===== src/rtl/l1_snoop_engine_pkg.sv =====
// rtl/l1_snoop_engine_pkg.sv - shared cache types, address widths and coherence states
`ifndef CACHELINE_BITS
`define CACHELINE_BITS 512
`endif
`ifndef ADDR_BITS
`define ADDR_BITS 32
`endif
`ifndef OFFSET_BITS
`define OFFSET_BITS 6
`endif
`ifndef L1_INDEX_BITS
`define L1_INDEX_BITS 6
`endif

package l1_snoop_engine_pkg;

  localparam int CACHELINE_BITS = `CACHELINE_BITS;
  localparam int ADDR_BITS      = `ADDR_BITS;
  localparam int OFFSET_BITS    = `OFFSET_BITS;
  localparam int L1_INDEX_BITS  = `L1_INDEX_BITS;
  localparam int LINE_ADDR_BITS = ADDR_BITS - OFFSET_BITS;
  localparam int TAG_BITS       = LINE_ADDR_BITS - L1_INDEX_BITS;

  typedef enum logic [2:0] {
    COH_I = 3'd0,
    COH_S = 3'd1,
    COH_E = 3'd2,
    COH_O = 3'd3,
    COH_M = 3'd4
  } coh_state_t;

  typedef enum logic [2:0] {
    BUS_RD   = 3'd0,
    BUS_RDX  = 3'd1,
    BUS_UPGR = 3'd2,
    BUS_WB   = 3'd3
  } bus_req_t;

  typedef struct packed {
    coh_state_t                state;
    logic [TAG_BITS-1:0]       tag;
    logic [CACHELINE_BITS-1:0] cacheline;
  } l1_cacheline_t;

  function automatic logic [TAG_BITS-1:0] tag_of(input logic [LINE_ADDR_BITS-1:0] line_addr);
    return line_addr[LINE_ADDR_BITS-1:L1_INDEX_BITS];
  endfunction

endpackage


===== src/rtl/l1_snoop_engine_fifo.sv =====
// rtl/l1_snoop_engine_fifo.sv - snoop_fifo: power-of-two request queue with registered head storage
module snoop_fifo #(
  parameter int WIDTH = 8,
  parameter int DEPTH = 4
) (
  input  logic             clk,
  input  logic             reset_n,
  input  logic             push,
  input  logic             pop,
  input  logic [WIDTH-1:0] data,
  output logic [WIDTH-1:0] head,
  output logic             full,
  output logic             empty
);

  localparam int PTR_W = $clog2(DEPTH);

  logic [WIDTH-1:0] mem [DEPTH];
  logic [PTR_W-1:0] wr_ptr;
  logic [PTR_W-1:0] rd_ptr;
  logic [PTR_W:0]   count;
  logic             do_push;
  logic             do_pop;

  assign do_push = push && !full;
  assign do_pop  = pop && !empty;
  assign full    = (count == (PTR_W+1)'(DEPTH));
  assign empty   = (count == '0);
  assign head    = mem[rd_ptr];

  always_ff @(posedge clk or negedge reset_n) begin
    if (!reset_n) begin
      wr_ptr <= '0;
      rd_ptr <= '0;
      count  <= '0;
    end else begin
      if (do_push) wr_ptr <= wr_ptr + 1'b1;
      if (do_pop)  rd_ptr <= rd_ptr + 1'b1;
      case ({do_push, do_pop})
        2'b10:   count <= count + 1'b1;
        2'b01:   count <= count - 1'b1;
        default: count <= count;
      endcase
    end
  end

  // Payload storage carries no reset; only the pointers define validity.
  always_ff @(posedge clk) begin
    if (do_push) mem[wr_ptr] <= data;
  end

endmodule


===== src/rtl/l1_snoop_engine.sv =====
// rtl/l1_snoop_engine.sv - L1 snoop engine: queued bus snoops, state update, beat-wise line supply (MOESI with SNOOP_OWNED_EN)
`ifndef CACHELINE_BITS
`define CACHELINE_BITS 512
`endif

module l1_snoop_engine
  import l1_snoop_engine_pkg::*;
#(
  parameter int LINE_BITS  = `CACHELINE_BITS,
  parameter int BEAT_BITS  = 128,
  parameter int FIFO_DEPTH = 4
) (
  input  logic                      clk,
  input  logic                      reset_n,
  input  logic                      snp_valid,
  output logic                      snp_ready,
  input  logic [LINE_ADDR_BITS-1:0] snp_addr,
  input  bus_req_t                  snp_req,
  output logic                      rsp_valid,
  input  logic                      rsp_ready,
  output logic [BEAT_BITS-1:0]      rsp_data,
  output logic                      rsp_last,
  output logic                      rsp_shared,
  output logic [LINE_ADDR_BITS-1:0] cache_addr,
  input  l1_cacheline_t             cacheline_lookup,
  output l1_cacheline_t             cacheline_update,
  output logic                      update_valid
);

  localparam int NBEATS = LINE_BITS / BEAT_BITS;
  localparam int BEAT_W = (NBEATS > 1) ? $clog2(NBEATS) : 1;

`ifdef SNOOP_OWNED_EN
  localparam coh_state_t RD_FROM_M = COH_O;
`else
  localparam coh_state_t RD_FROM_M = COH_S;
`endif

  typedef struct packed {
    logic [LINE_ADDR_BITS-1:0] addr;
    bus_req_t                  req;
  } snoop_entry_t;

  typedef enum logic {
    LOOKUP  = 1'b0,
    RESPOND = 1'b1
  } fsm_state_t;

  fsm_state_t            state;
  logic [BEAT_W-1:0]     beat;
  logic [LINE_BITS-1:0]  line_buf;
  snoop_entry_t          push_entry;
  snoop_entry_t          head_entry;
  logic                  fifo_full;
  logic                  fifo_empty;
  logic                  push;
  logic                  evaluate;
  logic                  hit;
  logic                  supply;
  coh_state_t            next_coh;

  assign snp_ready  = reset_n && !fifo_full;
  assign push       = snp_valid && snp_ready;
  assign push_entry = '{addr: snp_addr, req: snp_req};
  assign evaluate   = (state == LOOKUP) && !fifo_empty;
  assign cache_addr = head_entry.addr;

  snoop_fifo #(
    .WIDTH ($bits(snoop_entry_t)),
    .DEPTH (FIFO_DEPTH)
  ) u_fifo (
    .clk     (clk),
    .reset_n (reset_n),
    .push    (push),
    .pop     (evaluate),
    .data    (push_entry),
    .head    (head_entry),
    .full    (fifo_full),
    .empty   (fifo_empty)
  );

  assign hit = (cacheline_lookup.state != COH_I) &&
               (cacheline_lookup.tag == tag_of(head_entry.addr));

  always_comb begin
    update_valid = 1'b0;
    supply       = 1'b0;
    next_coh     = cacheline_lookup.state;
    if (evaluate && hit) begin
      case (head_entry.req)
        BUS_UPGR: begin
          update_valid = 1'b1;
          next_coh     = COH_I;
        end
        BUS_RD: begin
          update_valid = 1'b1;
          supply       = 1'b1;
          if (cacheline_lookup.state == COH_E)      next_coh = COH_S;
          else if (cacheline_lookup.state == COH_M) next_coh = RD_FROM_M;
        end
        BUS_RDX: begin
          update_valid = 1'b1;
          supply       = (cacheline_lookup.state != COH_S);
          next_coh     = COH_I;
        end
        default: ;
      endcase
    end
  end

  always_comb begin
    cacheline_update       = cacheline_lookup;
    cacheline_update.state = next_coh;
  end

  assign rsp_valid  = (state == RESPOND);
  assign rsp_shared = (state == RESPOND);
  assign rsp_last   = (state == RESPOND) && (beat == BEAT_W'(NBEATS-1));
  assign rsp_data   = (state == RESPOND) ? line_buf[int'(beat)*BEAT_BITS +: BEAT_BITS] : '0;

  // The FIFO never pops in RESPOND, so the head stays parked until the line is fully sent.
  always_ff @(posedge clk or negedge reset_n) begin
    if (!reset_n) begin
      state    <= LOOKUP;
      beat     <= '0;
      line_buf <= '0;
    end else begin
      case (state)
        LOOKUP: begin
          if (supply) begin
            line_buf <= LINE_BITS'(cacheline_lookup.cacheline);
            beat     <= '0;
            state    <= RESPOND;
          end
        end
        RESPOND: begin
          if (rsp_ready) begin
            if (rsp_last) state <= LOOKUP;
            else          beat  <= beat + 1'b1;
          end
        end
        default: state <= LOOKUP;
      endcase
    end
  end

endmodule


===== config.mk =====
export PLATFORM = sky130hd
export DESIGN_NAME = l1_snoop_engine
export DESIGN_NICKNAME = d
export VERILOG_FILES = /design/src/rtl/l1_snoop_engine_pkg.sv /design/src/rtl/l1_snoop_engine_fifo.sv /design/src/rtl/l1_snoop_engine.sv
export SDC_FILE = /design/constraint.sdc
export NUM_CORES = 1
export LEC_CHECK = 0
export BUFFER_PORTS_ARGS = -buffer_cell sky130_fd_sc_hd__buf_2
export CORE_AREA = 2 2 486 488
export DETAILED_ROUTE_END_ITERATION = 7
export DIE_AREA = 0 0 488 490
export PLACE_DENSITY = 0.3
export SETUP_SLACK_MARGIN = 0.02
export SYNTH_ARGS = -nofsm -noshare
export SYNTH_HDL_FRONTEND = slang
export SYNTH_HIERARCHICAL = 1
export SYNTH_SLANG_ARGS = --single-unit

===== constraint.sdc =====
create_clock -name clk -period 2.6 [get_ports clk]
set_input_delay 0.52 -clock clk [delete_from_list [all_inputs] [get_ports clk]]
set_output_delay 0.52 -clock clk [all_outputs]
set_load 0.02 [all_outputs]

==> results.md <==
- Antenna viol nets, final: 0
- Cell count after synthesis: 2166
- Worst Slack Setup Final: -1340 ps
- Worst setup EP type: output port
- Dpl cell area: around 40000 µm²
- RSZ-0062 raised after global routing: yes
- Synthesis-to-finish area growth: 55.8%
- Crit path buf inv count: 6
- Final Hold Fails: 0
- Starting density of the core: between 10% and 20%
- # IOs: roughly 1300
- TritonCTS Buffers: between 80 and 90
- Worst-path clk slew: around 60 ps
- Failing checks: setup timing
- Core area: 234000 µm²
- Slowest stage delay, CP: 590 ps
- Vias: between 20000 and 25000
- Yosys top cell by area: dfrtp_1
- HPWL Detailed: about 130 mm
- Most used DFF post-synth: dfrtp_1
- TritonCTS clock tree: built
- Number of global-route vias before repair: between 20000 and 25000
- Most frequent cell after synthesis: buf_4
- Critical path's slowest cell: mux4_2
- Final Cell Area: around 50000 µm²
- DRC viols: 0
- Worst Path Max Fanout: 6
- Fin nets: ~4000
- Critical Path, Cell by Cell: buf_12 > buf_6 > mux4_2 > xnor2_1 > nand4_1 > nor2_1 > buf_4 > buf_4 > and3_4 > buf_6 > a21boi_2 > buf_4
- Die width: 488 µm
- Yosys cell types: between 40 and 50
- Skew-Pair Late Insertion Delay: a little over 700 ps
- Critical path startpoint category: register
- Outcome: finished, violations left
- Total Power: 29200 µW
- GR peak layer: met2
- Final core utilization: 21.4%
- Syn Nets: around 2700
- Drt initial violations: around 1200
- Switching Fraction: between 20% and 30%
- H-tree Lvls: 3
- Largest family of logic cells by synthesized area: multiplexers
- Setup TNS: -539740 ps
- CP dominant cell by count: buf_4
- Proportion of power drawn by the clock network: between 40% and 50%
- Layout cells sized above 1: 67.5%
- VDD IR max: 0.442 mV
- Syn Std Cell Area: around 32000 µm²
- Pre-CTS WS: -919 ps
- Clock Sinks: approximately 640
- Fmax: between 200 and 300 MHz
- Adder-Cell Fraction of Synth Area: 0.296%
- Max Cap Violations: 0
- Pin count of the biggest net entering global routing: between 100 and 150
- Sequential area share after synthesis: about half
- CP Class: register to output port
- Grt total ovfl: 0
- Vias/cell: about 3.5
- Final Max Tran Viols: 0
- Input/output buffers: between 1000 and 1500
- Commonest cells in the netlist: buf_4, dfrtp_1, mux2_1, mux2_2, mux4_2
- Fill cell count: ~25000
- Die Span Y: approximately 490 µm
- Cell internal pwr: between 20000 and 25000 µW
- Routed wire length: around 180 mm
- YS warnings: 6
- Max Clock Skew: ~33 ps
- Met1 Use GR: about 17%
- Tot GR Track Use: ~13%
- GR Util met2: 21.6%
- Leak: ~0.023 µW
- Setup-failing EPs final: ~680
- Multiplexer area fraction after synthesis: 29.0%
- Req. time, crit path: ~2100 ps
- Post-DR wirelength/cell: 26.9 µm
- Root buf cell: clkbuf_16
- Hold Path Class: input pin to register
- Initial antenna violation count: 56
- Minimum clock period: ~3900 ps
- Simple-gate portion of the synthesized area: 3.17%
- Post-synth ARST share: approximately four fifths
- Routability Congestion: 0.770
- Met3 Usage GRT: under 10%
- Power Density: a little under 600 nW/µm²
- Post-synth EDFFs: approximately 120
- Combinational power share: 20.3%
- Crit path max-delay family: buffers and inverters
- P_sw: approximately 8700 µW
- Sequential Power Share: a little over a third
- Synth Area in Compound Gates: less than 1%
- DR pass1 iterations: 5
- Maximum buffer depth of the clock tree: 3
- Worst-Margin Slew: 1030 ps
- Rows: 178
- First-pass GRT wire length: 218 mm
- Top cell type's share of synthesized area: a little over 40%
- Final period utilization: 151%
- Full die area: between 200000 and 250000 µm²
- Slew margin rel.: a little under a third
- Synth Area in XOR/XNOR: less than 1%
- Register bit total from synthesis: 638
- Syn avg cell area: between 10 and 15 µm²
- Largest cells by area after synthesis: dfrtp_1, buf_4, mux4_2
- WP data arrival: roughly 3400 ps
==> worst reg2reg max path, cell delays in order (launching register included) <==
cell and delay, ps:
dfrtp_2 450, clkbuf_16 190, buf_4 110, mux4_2 590
xnor2_2 200, o31ai_2 130, nor4_4 270, buf_4 180
buf_4 100, and3_4 230, buf_12 130, clkbuf_16 170
buf_16 170, clkbuf_16 250, mux2_4 300
==> state kept, by name, indices dropped and copies added (netlist names) <==
| register | count |
|---|---|
| beat | 2 |
| line_buf | 512 |
| u_fifo/rd_ptr | 2 |
| u_fifo/wr_ptr | 2 |
| rsp_shared | 1 |
| u_fifo/count | 3 |
| u_fifo/mem | 116 |
==> cell usage in the layout, fill, tap and decap left out, types with 30 or more instances in the layout <==
cell type,netlist,layout
buf_4,543,86
and2_1,130,113
buf_12,2,64
dfrtp_1,522,518
mux4_2,156,156
clkbuf_16,0,139
dlygate4sd3_1,0,303
mux2_4,1,509
buf_2,21,1241
diode_2,0,30
edfxtp_1,116,116
==> routing by layer <==
metal,vias to the layer above,routed length [µm]
met3,258,13800
met2,1037,81400
met1,12100,77900
met5,-,51
met4,8,6620
li1,9815,-
==> power groups by stage <==
stage / Sequential (µW) / Combinational (µW) / Clock, µW
5_1_grt: 10600 / 6290 / 13600
4_1_cts: 10500 / 5880 / 13300
3_5_place_dp: 10700 / 5380 / 0
6_report: 10600 / 5910 / 12700
2_1_floorplan: 10700 / 2920 / 0
3_3_place_gp: 10700 / 5410 / 0
==> per-stage QoR <==
stage | hold WS, ps | cells
2_1_floorplan | 224 | 2166
4_1_cts | 0.00755 | 6554
5_1_grt | 39.1 | 6672
6_report | 85.3 | 6684
3_5_place_dp | 469 | 6070
3_3_place_gp | 462 | 6070
==> cells by family (layout without fill, tap and decap cells) <==
logic type | after synthesis | in the layout
mux | 670 | 670
buf+inv | 646 | 1984
flops | 638 | 638
simple gates | 162 | 162
xor+xnor | 27 | 27
compound gates | 16 | 16
fa+ha+maj | 7 | 7
other cells | 0 | 30
==> area by class of cell <==
cell class	instances	area, µm²	area share (%)
repair buffers	1816	13700	27.3
clock inverters	40	447	0.892
well taps	3150	3940	7.87
flip-flops and latches	638	16600	33.1
multi-input cells	882	12800	25.6
clock buffers	121	2540	5.07
diodes	30	75.1	0.150
inverters	7	26.3	0.0524
==> worst paths after layout <==
check	start	cells past startpoint	slack, ps	to
min reg2reg	line_buf[274]	1	490	line_buf[274]
max reg2reg	u_fifo/rd_ptr[0]	14	-1020	line_buf[174]
min in group asynchronous	reset_n	3	540	line_buf[55]
max in group asynchronous	reset_n	5	770	line_buf[166]
min	snp_addr[6]	1	90	u_fifo/mem[1][9]
max	u_fifo/rd_ptr[0]	12	-1340	cacheline_update[533]
==> what timing repair did <==
item / in CTS / in global routing
endpoints found under the setup margin: 676 / 676
cloned: 7 / 60
hold endpoints to repair: 410 / 0
resized for setup: 60 / 632
hold buffers: 303 / 0
pin swaps: 2 / 8
setup buffers: 13 / 45
Note: power is estimated with default switching activity, not from simulation.
